$ cat config.mk
export PLATFORM = sky130hd
export DESIGN_NAME = tlp_tx_serializer_flat
export DESIGN_NICKNAME = d
export VERILOG_FILES = /design/src/rtl/tlp_tx_serializer_if.sv /design/src/rtl/tlp_tx_serializer.sv /design/src/flat_wrapper.sv
export SDC_FILE = /design/constraint.sdc
export NUM_CORES = 2
export LEC_CHECK = 0
export ABC_AREA = 1
export CAP_MARGIN = 20
export CORE_AREA = 8 8 441 443
export CTS_CLUSTER_SIZE = 10
export DETAILED_ROUTE_END_ITERATION = 8
export DIE_AREA = 0 0 449 451
export PLACE_DENSITY = 0.56
export SETUP_SLACK_MARGIN = 0.1
export SYNTH_ARGS = -nofsm -noshare
export SYNTH_HDL_FRONTEND = slang
export SYNTH_SLANG_ARGS = --single-unit
$ cat constraint.sdc
create_clock -name clk -period 6.4 [get_ports clk]
set_input_delay 1.6 -clock clk [delete_from_list [all_inputs] [get_ports clk]]
set_output_delay 1.6 -clock clk [all_outputs]
set_load 0.1 [all_outputs]
$ cat src/rtl/tlp_tx_serializer_if.sv
`default_nettype none
// +----------------------------------------------------------------------------+
// | Module   : tlp_tx_serializer_if                                            |
// | Purpose  : Parallel TLP field bus plus the 32-bit DW link with SOP/EOP     |
// |            framing, shared by the serializer and its neighbours.           |
// | Revision : 1.0                                                             |
// +----------------------------------------------------------------------------+
interface tlp_tx_serializer_if #(
    parameter int MAX_PLD_DW = 32
);
    logic                      tlp_valid_i;
    logic                      tlp_ready_o;
    logic [2:0]                header_fmt_i;
    logic [4:0]                header_type_i;
    logic [2:0]                header_tc_i;
    logic [8:0]                header_length_i;
    logic [15:0]               header_requestID_i;
    logic [15:0]               header_completID_i;
    logic [32*MAX_PLD_DW-1:0]  data_i;
    logic [31:0]               addr_i;
    logic                      dw_valid_o;
    logic                      dw_ready_i;
    logic [31:0]               dw_data_o;
    logic                      sop_o;
    logic                      eop_o;
    logic                      err_o;
    logic [15:0]               pkt_cnt_o;

    // Serializer side
    modport slave (
        input  tlp_valid_i, header_fmt_i, header_type_i, header_tc_i,
               header_length_i, header_requestID_i, header_completID_i,
               data_i, addr_i, dw_ready_i,
        output tlp_ready_o, dw_valid_o, dw_data_o, sop_o, eop_o, err_o, pkt_cnt_o
    );

    // Request-block / link-sink side
    modport master (
        output tlp_valid_i, header_fmt_i, header_type_i, header_tc_i,
               header_length_i, header_requestID_i, header_completID_i,
               data_i, addr_i, dw_ready_i,
        input  tlp_ready_o, dw_valid_o, dw_data_o, sop_o, eop_o, err_o, pkt_cnt_o
    );
endinterface
`default_nettype wire

$ cat src/rtl/tlp_tx_serializer.sv
`default_nettype none
// +----------------------------------------------------------------------------+
// | Module   : tlp_tx_serializer                                               |
// | Purpose  : Builds a 3DW/4DW request or completion header from latched TLP  |
// |            fields, appends payload DWs and streams one DW per cycle.       |
// |            Owns the tag counter, packet counter and malformed-length drop. |
// | Revision : 1.0                                                             |
// +----------------------------------------------------------------------------+
module tlp_tx_serializer #(
    parameter int MAX_PLD_DW = 32,
    parameter int TAG_W      = 8
) (
    input  wire logic              clk,
    input  wire logic              rst_n,
    tlp_tx_serializer_if.slave     bus
);
    localparam int         PIDX_W   = (MAX_PLD_DW > 1) ? $clog2(MAX_PLD_DW) : 1;
    localparam logic [8:0] MAX_LEN  = 9'(MAX_PLD_DW);
    localparam logic [4:0] TYPE_CPL = 5'b01010;

    typedef enum logic [1:0] {
        IDLE = 2'd0,
        HDR  = 2'd1,
        PLD  = 2'd2
    } state_t;

    state_t                    r_state;
    state_t                    w_state_nxt;

    logic [2:0]                r_fmt;
    logic [4:0]                r_type;
    logic [2:0]                r_tc;
    logic [8:0]                r_len;
    logic [15:0]               r_req_id;
    logic [15:0]               r_cpl_id;
    logic [32*MAX_PLD_DW-1:0]  r_data;
    logic [31:0]               r_addr;
    logic [1:0]                r_hdr_idx;
    logic [PIDX_W-1:0]         r_pld_idx;
    logic [TAG_W-1:0]          r_tag;
    logic [15:0]               r_pkt_cnt;
    logic                      r_err;

    logic        w_is_cpl, w_no_pld, w_last_hdr, w_last_pld;
    logic        w_in_hdr, w_in_pld, w_xfer, w_eop_xfer, w_accept, w_malformed;
    logic [8:0]  w_pld_len;
    logic [1:0]  w_hdr_last_idx;
    logic [3:0]  w_last_be;
    logic [7:0]  w_tag_hdr;
    logic [11:0] w_byte_cnt;
    logic [31:0] w_addr_dw;
    logic [31:0] w_hdr_dw;
    logic [31:0] w_pld_dw;

    // Packet geometry from latched fields; completions are always 3DW
    assign w_is_cpl       = (r_type == TYPE_CPL);
    assign w_pld_len      = r_fmt[1] ? r_len : 9'd0;
    assign w_no_pld       = (w_pld_len == 9'd0);
    assign w_hdr_last_idx = (r_fmt[0] && !w_is_cpl) ? 2'd3 : 2'd2;
    assign w_last_hdr     = (r_hdr_idx == w_hdr_last_idx);
    assign w_last_pld     = ({{(9-PIDX_W){1'b0}}, r_pld_idx} == (w_pld_len - 9'd1));
    assign w_last_be      = (w_pld_len > 9'd1) ? 4'hF : 4'h0;
    assign w_tag_hdr      = 8'(r_tag);
    assign w_byte_cnt     = {1'b0, r_len, 2'b00};
    assign w_addr_dw      = {r_addr[31:2], 2'b00};
    assign w_pld_dw       = r_data[{r_pld_idx, 5'b00000} +: 32];

    // Header DW selected by header index
    always_comb begin
        w_hdr_dw = 32'h0;
        case (r_hdr_idx)
            2'd0: w_hdr_dw = {r_fmt, r_type, 1'b0, r_tc, 4'b0, 6'b0, 1'b0, r_len};
            2'd1: w_hdr_dw = w_is_cpl ? {r_cpl_id, 3'b000, 1'b0, w_byte_cnt}
                                      : {r_req_id, w_tag_hdr, w_last_be, 4'hF};
            2'd2: w_hdr_dw = w_is_cpl ? {r_req_id, w_tag_hdr, 1'b0, r_addr[6:0]}
                                      : (r_fmt[0] ? 32'h0 : w_addr_dw);
            default: w_hdr_dw = w_addr_dw;
        endcase
    end

    // Link outputs decode straight from state so they hold while stalled
    assign w_in_hdr       = (r_state == HDR);
    assign w_in_pld       = (r_state == PLD);
    assign bus.dw_valid_o = w_in_hdr | w_in_pld;
    assign bus.sop_o      = w_in_hdr && (r_hdr_idx == 2'd0);
    assign bus.eop_o      = (w_in_hdr && w_last_hdr && w_no_pld) || (w_in_pld && w_last_pld);
    assign bus.dw_data_o  = w_in_hdr ? w_hdr_dw : (w_in_pld ? w_pld_dw : 32'h0);

    // Handshakes; a new TLP may be taken in the same cycle the previous EOP leaves
    assign w_xfer          = bus.dw_valid_o & bus.dw_ready_i;
    assign w_eop_xfer      = w_xfer & bus.eop_o;
    assign bus.tlp_ready_o = (r_state == IDLE) | w_eop_xfer;
    assign w_accept        = bus.tlp_valid_i & bus.tlp_ready_o;
    assign w_malformed     = bus.header_fmt_i[1] &&
                             ((bus.header_length_i == 9'd0) || (bus.header_length_i > MAX_LEN));
    assign bus.err_o       = r_err;
    assign bus.pkt_cnt_o   = r_pkt_cnt;

    // State register
    always_ff @(posedge clk or negedge rst_n) begin
        if (!rst_n) r_state <= IDLE;
        else        r_state <= w_state_nxt;
    end

    // Next-state: header -> payload (if any); EOP returns to IDLE or straight to a new header
    always_comb begin
        w_state_nxt = r_state;
        case (r_state)
            IDLE:    if (w_accept && !w_malformed) w_state_nxt = HDR;
            HDR:     if (w_xfer && w_last_hdr && !w_no_pld) w_state_nxt = PLD;
            PLD:     w_state_nxt = PLD;
            default: w_state_nxt = IDLE;
        endcase
        if (w_eop_xfer) w_state_nxt = (w_accept && !w_malformed) ? HDR : IDLE;
    end

    // Field capture on acceptance and DW index stepping on each transfer
    always_ff @(posedge clk or negedge rst_n) begin
        if (!rst_n) begin
            r_fmt <= '0; r_type <= '0; r_tc <= '0; r_len <= '0;
            r_req_id <= '0; r_cpl_id <= '0; r_data <= '0; r_addr <= '0;
            r_hdr_idx <= '0; r_pld_idx <= '0;
        end else if (w_accept) begin
            r_fmt     <= bus.header_fmt_i;
            r_type    <= bus.header_type_i;
            r_tc      <= bus.header_tc_i;
            r_len     <= bus.header_length_i;
            r_req_id  <= bus.header_requestID_i;
            r_cpl_id  <= bus.header_completID_i;
            r_data    <= bus.data_i;
            r_addr    <= bus.addr_i;
            r_hdr_idx <= 2'd0;
            r_pld_idx <= '0;
        end else if (w_xfer) begin
            if (w_in_hdr) r_hdr_idx <= r_hdr_idx + 2'd1;
            if (w_in_pld) r_pld_idx <= r_pld_idx + 1'b1;
        end
    end

    // Tag / packet counters advance on EOP; error pulse one cycle after a malformed accept
    always_ff @(posedge clk or negedge rst_n) begin
        if (!rst_n) begin
            r_tag     <= '0;
            r_pkt_cnt <= '0;
            r_err     <= 1'b0;
        end else begin
            r_err <= w_accept & w_malformed;
            if (w_eop_xfer) begin
                r_tag     <= r_tag + 1'b1;
                r_pkt_cnt <= r_pkt_cnt + 16'd1;
            end
        end
    end
endmodule
`default_nettype wire

$ cat src/flat_wrapper.sv
// flat-port wrapper written by rule: the top's interface ports become plain ports
module tlp_tx_serializer_flat 
#(
    parameter int MAX_PLD_DW = 32,
    parameter int TAG_W      = 8
)
  (clk, rst_n, bus_tlp_valid_i, bus_header_fmt_i, bus_header_type_i, bus_header_tc_i, bus_header_length_i, bus_header_requestID_i, bus_header_completID_i, bus_data_i, bus_addr_i, bus_dw_ready_i, bus_tlp_ready_o, bus_dw_valid_o, bus_dw_data_o, bus_sop_o, bus_eop_o, bus_err_o, bus_pkt_cnt_o);
  tlp_tx_serializer_if #(.MAX_PLD_DW(MAX_PLD_DW)) bus_i ();
  input  wire logic clk;
  input  wire logic rst_n;
  input wire logic [$bits(bus_i.tlp_valid_i)-1:0] bus_tlp_valid_i;
  input wire logic [$bits(bus_i.header_fmt_i)-1:0] bus_header_fmt_i;
  input wire logic [$bits(bus_i.header_type_i)-1:0] bus_header_type_i;
  input wire logic [$bits(bus_i.header_tc_i)-1:0] bus_header_tc_i;
  input wire logic [$bits(bus_i.header_length_i)-1:0] bus_header_length_i;
  input wire logic [$bits(bus_i.header_requestID_i)-1:0] bus_header_requestID_i;
  input wire logic [$bits(bus_i.header_completID_i)-1:0] bus_header_completID_i;
  input wire logic [$bits(bus_i.data_i)-1:0] bus_data_i;
  input wire logic [$bits(bus_i.addr_i)-1:0] bus_addr_i;
  input wire logic [$bits(bus_i.dw_ready_i)-1:0] bus_dw_ready_i;
  output wire logic [$bits(bus_i.tlp_ready_o)-1:0] bus_tlp_ready_o;
  output wire logic [$bits(bus_i.dw_valid_o)-1:0] bus_dw_valid_o;
  output wire logic [$bits(bus_i.dw_data_o)-1:0] bus_dw_data_o;
  output wire logic [$bits(bus_i.sop_o)-1:0] bus_sop_o;
  output wire logic [$bits(bus_i.eop_o)-1:0] bus_eop_o;
  output wire logic [$bits(bus_i.err_o)-1:0] bus_err_o;
  output wire logic [$bits(bus_i.pkt_cnt_o)-1:0] bus_pkt_cnt_o;
  assign bus_i.tlp_valid_i = bus_tlp_valid_i;
  assign bus_i.header_fmt_i = bus_header_fmt_i;
  assign bus_i.header_type_i = bus_header_type_i;
  assign bus_i.header_tc_i = bus_header_tc_i;
  assign bus_i.header_length_i = bus_header_length_i;
  assign bus_i.header_requestID_i = bus_header_requestID_i;
  assign bus_i.header_completID_i = bus_header_completID_i;
  assign bus_i.data_i = bus_data_i;
  assign bus_i.addr_i = bus_addr_i;
  assign bus_i.dw_ready_i = bus_dw_ready_i;
  assign bus_tlp_ready_o = bus_i.tlp_ready_o;
  assign bus_dw_valid_o = bus_i.dw_valid_o;
  assign bus_dw_data_o = bus_i.dw_data_o;
  assign bus_sop_o = bus_i.sop_o;
  assign bus_eop_o = bus_i.eop_o;
  assign bus_err_o = bus_i.err_o;
  assign bus_pkt_cnt_o = bus_i.pkt_cnt_o;
  tlp_tx_serializer #(.MAX_PLD_DW(MAX_PLD_DW), .TAG_W(TAG_W)) u_core (.clk(clk), .rst_n(rst_n), .bus(bus_i));
endmodule
Yosys cells after proc, flatten, opt, wreduce, memory -nomap -nowiden

Index checks and enable logic that the tools add are counted.
Widths: inputs -> output; s select.

Add/sub/neg operators: 5
$lt $le $gt $ge: 2
Eq/ne operators: 9
Shifts and indexed selects: 1
Multiplexer cells: 20
Bitwise gates (word level): 6
Reductions and logical operators: 24

Operators with widths:

| cell                  | number |
|---|---|
| $shiftx 1024x11->32   | 1 |
| $mux 32               | 5 |
| $pmux 32 s3           | 1 |
| $logic_not 9->1       | 2 |
| $add 16x1->16 const B | 1 |
| $mux 5                | 3 |
| $mux 2                | 6 |
| $eq 5x9->1            | 1 |
| $gt 9x1->1 const B    | 1 |
| $gt 9x6->1 const B    | 1 |
| $logic_and 1x1->1     | 9 |
| $mux 9                | 1 |
| $sub 9x1->9 const B   | 1 |
| $add 8x1->8 const B   | 1 |
| $pmux 2 s3            | 1 |
| $reduce_and 2->1      | 3 |
| $reduce_bool 2->1     | 3 |
| $add 5x1->5 const B   | 1 |
| $eq 5x4->1 const B    | 1 |
| $and 1x1->1           | 4 |
| $eq 2x1->1 const B    | 2 |
| $eq 2x2->1 const B    | 2 |
| $logic_not 2->1       | 2 |
| $mux 4                | 1 |
| other kinds (8)       | 13 |

Register bits: 1,142
Bits of input ports: 1,112
Output and inout bits: 53
Word-level logic and storage cells: 81

Logic depth before layout (Yosys ltp)

Depth after elaboration: 15
Gate-level depth with buffers: 21
Mapped depth without buffers: 17

Worst setup path before layout

No wires, ideal clock.

Kind: reg2out
From: register u_core.r_state[1]
To: output bus_dw_data_o[13]
Data arrival time: 4.782 ns
Required time: 4.800 ns
Slack: 0.018 ns
Stages on the path, launching flop included: 8
Buffers on the path: 1
Path through: dfrtp_1 inv_1 ha_1 clkbuf_1 inv_1 nor2_1 inv_1 o311ai_0

Longest elaborated chain between the ends: 3
Elaborated cells on any way between the ends: 4
Those cells by class: 2 x eq/ne; 2 x mux

RTL lines:

| item                   | RTL line                 | source |
|---|---|---|
| from (decl)            | tlp_tx_serializer.sv:27  | `state_t r_state;` |
| from (signal assigned) | tlp_tx_serializer.sv:102 | `else r_state <= w_state_nxt;` |
| $eq 2x2->1             | tlp_tx_serializer.sv:83  | `assign w_in_pld = (r_state == PLD);` |
| $mux 32                | tlp_tx_serializer.sv:87  | `assign bus.dw_data_o = w_in_hdr ? w_hdr_dw : (w_in_pld ? w_pld_dw : 32'h0);` |
| $mux 32 (*)            | tlp_tx_serializer.sv:87  |  |
| to (decl)              | flat_wrapper.sv:23       | `output wire logic [$bits(bus_i.dw_data_o)-1:0] bus_dw_data_o;` |

Every way passes the cells marked *; elsewhere a longest branch is shown, timed or not.

Worst setup path in the final report

From: register u_core.r_pld_idx[0]
To: output bus_dw_data_o[16]

Longest elaborated chain between the ends: 3

RTL lines:

| item                   | RTL line                 | source |
|---|---|---|
| from (decl)            | tlp_tx_serializer.sv:39  | `logic [PIDX_W-1:0] r_pld_idx;` |
| from (signal assigned) | tlp_tx_serializer.sv:136 | `if (w_in_pld) r_pld_idx <= r_pld_idx + 1'b1;` |
| $shiftx 1024x11->32    | tlp_tx_serializer.sv:66  | `assign w_pld_dw = r_data[{r_pld_idx, 5'b00000} +: 32];` |
| $mux 32 (2 in a row)   | tlp_tx_serializer.sv:87  |  |

Every way passes these cells.

==> metrics.md <==
| Metric | Value |
|---|---|
| Outcome | finished, final reports clean |
| Drt first pass iters | 6 |
| Critical hold path startpoint | u_core.r_tag[7] |
| Number of CTS-inserted buffers | 143 |
| Launch point of the worst reg-to-reg path | u_core.r_pld_idx[0] |
| Min Tclk post-route | 5940 ps |
| Vias in the first global route | 53,443 |
| Later-pin clock latency in the skew report | 810 ps |
| Count of antenna-violating nets left after detailed routing | 0 |
| Final core utilization | 38.5% |
| Worst Setup SP | u_core.r_pld_idx[0] |
| Endpoint arrival time on the critical path | 4340 ps |
| Standard-cell rows | 159 |
| Maximum number of pins on one net before global-route repair | 210 |
| # Max-Cap Violations | 0 |
| Count of port buffers added during placement | 1,164 |
| Crit path required time | 4800 ps |
| Cells after Synth | 6,975 |
| Max frequency | approximately 0.17 GHz |
| Die height | 451 µm |
| Max_slew headroom | between 10% and 20% |
| Floorplan die width | 449 µm |
| Clock Sink Count | 1,142 |
| Antenna violations before repair | between 90 and 100 |
| Total of hold buffers inserted after clock tree synthesis | 0 |
| Worst Path Max Fanout | 64 |
| Total setup buffers inserted after CTS | 0 |
| Post-place instance area | 0.0675 mm² |
| Crit path kind | register to primary output |
| Global route total overflow | 0 |
| Setup Total Neg Slack | 0 ps |
| CTS clk-pin slew, worst paths | 60 ps |
| Highest-count cells in the layout ignoring fill and taps | sky130_fd_sc_hd__nand2_1, sky130_fd_sc_hd__dfrtp_1, sky130_fd_sc_hd__clkdlybuf4s50_1 |
| Initial core utilization | 28.6% |
| Worst hold path class | register to register |
| CTS tree | yes |
| Net count, final | slightly above 9,000 |
| Power density over the cells | 504 mW/mm² |
| Post-Syn Nets | ~8,100 |
| H-tree Lvls | 4 |
| Period utilization | 92.9% |
| Clock Tree Buf Depth | 3 |
| Launching element type of the critical path | register |
| Hold Worst Slack | 469 ps |
| Final count of pins violating max slew | 0 |
| Post-detailed-route via-to-cell ratio | 4.99 |
| Number of remaining DRC errors | 0 |
| Total setup violations reported at the end of the flow | 0 |
| Part of the Yosys area used for sequential elements | 53.4% |
| Core area | 0.187 mm² |
| Final total power | 36.3 mW |
| Cell types with the largest area share after synthesis | sky130_fd_sc_hd__dfrtp_1, sky130_fd_sc_hd__nand2_1, sky130_fd_sc_hd__o21ai_0 |
| Global-route wire length before repair | 389,000 µm |
| Leading cell type in the layout, fill and taps excluded | sky130_fd_sc_hd__nand2_1 |
| Top cell type's share of synthesized area | between 50% and 60% |
| Leak pwr | about 35 nW |
| Post-cts resize count | 0 |
| Flop and latch count out of synthesis | around 1,100 |
| Syn avg cell area | between 7 and 8 µm² |
| Number of hold-slack violations in the final timing report | 0 |
| Tot GR Track Use | 26.1% |
| Cell at the root of the clock tree | sky130_fd_sc_hd__clkbuf_16 |
| CP endpoint kind | primary output |
| Clock tree skew after final layout | 25.4 ps |
| Hpwl dp | 209,000 µm |
| Area growth from synthesis to final layout | 34.6% |
| Total via count in the routed design | 52,604 |
| Fraction of layout cells with a size suffix above 1 | 4.38% |
| Final Instance Area | 0.0720 mm² |
| Cell type with the highest aggregate area in the netlist | sky130_fd_sc_hd__dfrtp_1 |
| Synth unique cells | 35 |
| GPL Wtd Cong | 0.930 |
| Netlist Area Pre-Place | 0.0535 mm² |
| Detail-routed net length per standard cell | 26.1 µm |
| Count of yosys warnings during synthesis | 0 |
| RSZ-0062 raised after global routing | no |
| Worst ir drop on vdd | between 0.3 and 0.4 mV |
| Full die area | 0.202 mm² |
| Worst-Margin Slew | between 1000 and 1500 ps |
| DR iter-0 viols | 5,274 |
| # IOs | 1,165 |
| Sum of routed wire length over all layers | 275,000 µm |
## critical path: stages, from the launching register on
cell and delay [ps]:
sky130_fd_sc_hd__dfrtp_4 650, sky130_fd_sc_hd__inv_8 250, sky130_fd_sc_hd__buf_12 260, sky130_fd_sc_hd__o21ai_0 220
sky130_fd_sc_hd__o22ai_1 120, sky130_fd_sc_hd__o211ai_1 780, sky130_fd_sc_hd__nand4_1 430, sky130_fd_sc_hd__nand2_1 190
sky130_fd_sc_hd__o221ai_1 290, sky130_fd_sc_hd__buf_12 300
## registers in the layout, indices dropped and copies added, names as in the netlist
register and cells:
u_core.r_data 1024, u_core.r_req_id 16, u_core.r_pld_idx 5, u_core.bus.err_o 1, u_core.r_tc 3, u_core.r_hdr_idx 2
u_core.r_fmt 3, u_core.r_addr 32, u_core.r_state 2, u_core.bus.pkt_cnt_o 16, u_core.r_tag 8, u_core.r_type 5
u_core.r_len 9, u_core.r_cpl_id 16
## power by group
part / total [mW] / leakage [nW] / switching [mW] / internal [mW]
logic: 15.7 / 18.4 / 10.8 / 4.84
registers: 12.9 / 14.1 / 2.29 / 10.6
clock network: 7.73 / 2.10 / 3.22 / 4.50
total: 36.3 / 34.7 / 16.3 / 20.0
## cell families (layout without fill, tap and decap cells)
| family | count (synthesis) | count (layout) | synth area share [%] |
|---|---|---|---|
| simple gates | 4380 | 4380 | 31.4 |
| flops | 1142 | 1142 | 53.4 |
| compound gates | 879 | 879 | 9.57 |
| buf+inv | 538 | 1556 | 4.93 |
| xor+xnor | 22 | 22 | 0.360 |
| fa+ha+maj | 14 | 14 | 0.327 |
| other cells | 0 | 53 | 0 |
## through the flow
step	instances	setup WS [ps]
after floorplan	6975	18.1
after global placement	10268	1090
after detailed placement	10269	1140
after CTS	10487	249
after global routing	10538	197
final	10541	456
## cells in the mapped netlist, drive strengths merged
cell	n
nand4	64
nor3b	1
o211ai	32
nor4	3
o221ai	104
nand2	3624
clkbuf	218
nand3	116
o22ai	151
a22oi	7
clkinv	2
xnor2	9
o21ai	539
ha	14
buf	257
a221oi	4
a211oi	2
inv	61
xor2	13
a21oi	25
o311ai	2
nand3b	1
dfrtp	1142
a31oi	13
nor3	6
nor2	565
## worst paths after layout
kind                                           end  slack [ps]  depth (start not counted)
worst max-delay path             bus_dw_data_o[16]         460                          9
worst min-delay path               u_core.r_tag[7]         470                          2
worst max register to register  u_core.r_data[109]        1650                         17
worst min register to register     u_core.r_tag[7]         470                          2
max in group asynchronous       u_core.r_data[807]        4190                          2
min in group asynchronous        u_core.r_data[43]         780                          1
## per-layer routing
layer	wire (µm)	vias to the layer above	global-route usage, %
li1	-	24140	-
met1	112000	25735	32.4
met2	132000	2201	43.0
met3	16100	504	4.65
met4	15700	24	14.5
met5	157	-	0
## final cells by class
class | count | area [µm²]
Fill cell | 19308 | 115000
Multi-Input combinational cell | 5295 | 22300
Sequential cell | 1142 | 28600
Timing Repair Buffer | 1275 | 13200
Clock inverter | 24 | 362
Tap cell | 2495 | 3120
Clock buffer | 194 | 3970
Inverter | 63 | 272
Antenna cell | 53 | 133
Power figures use the tool's default switching activity.
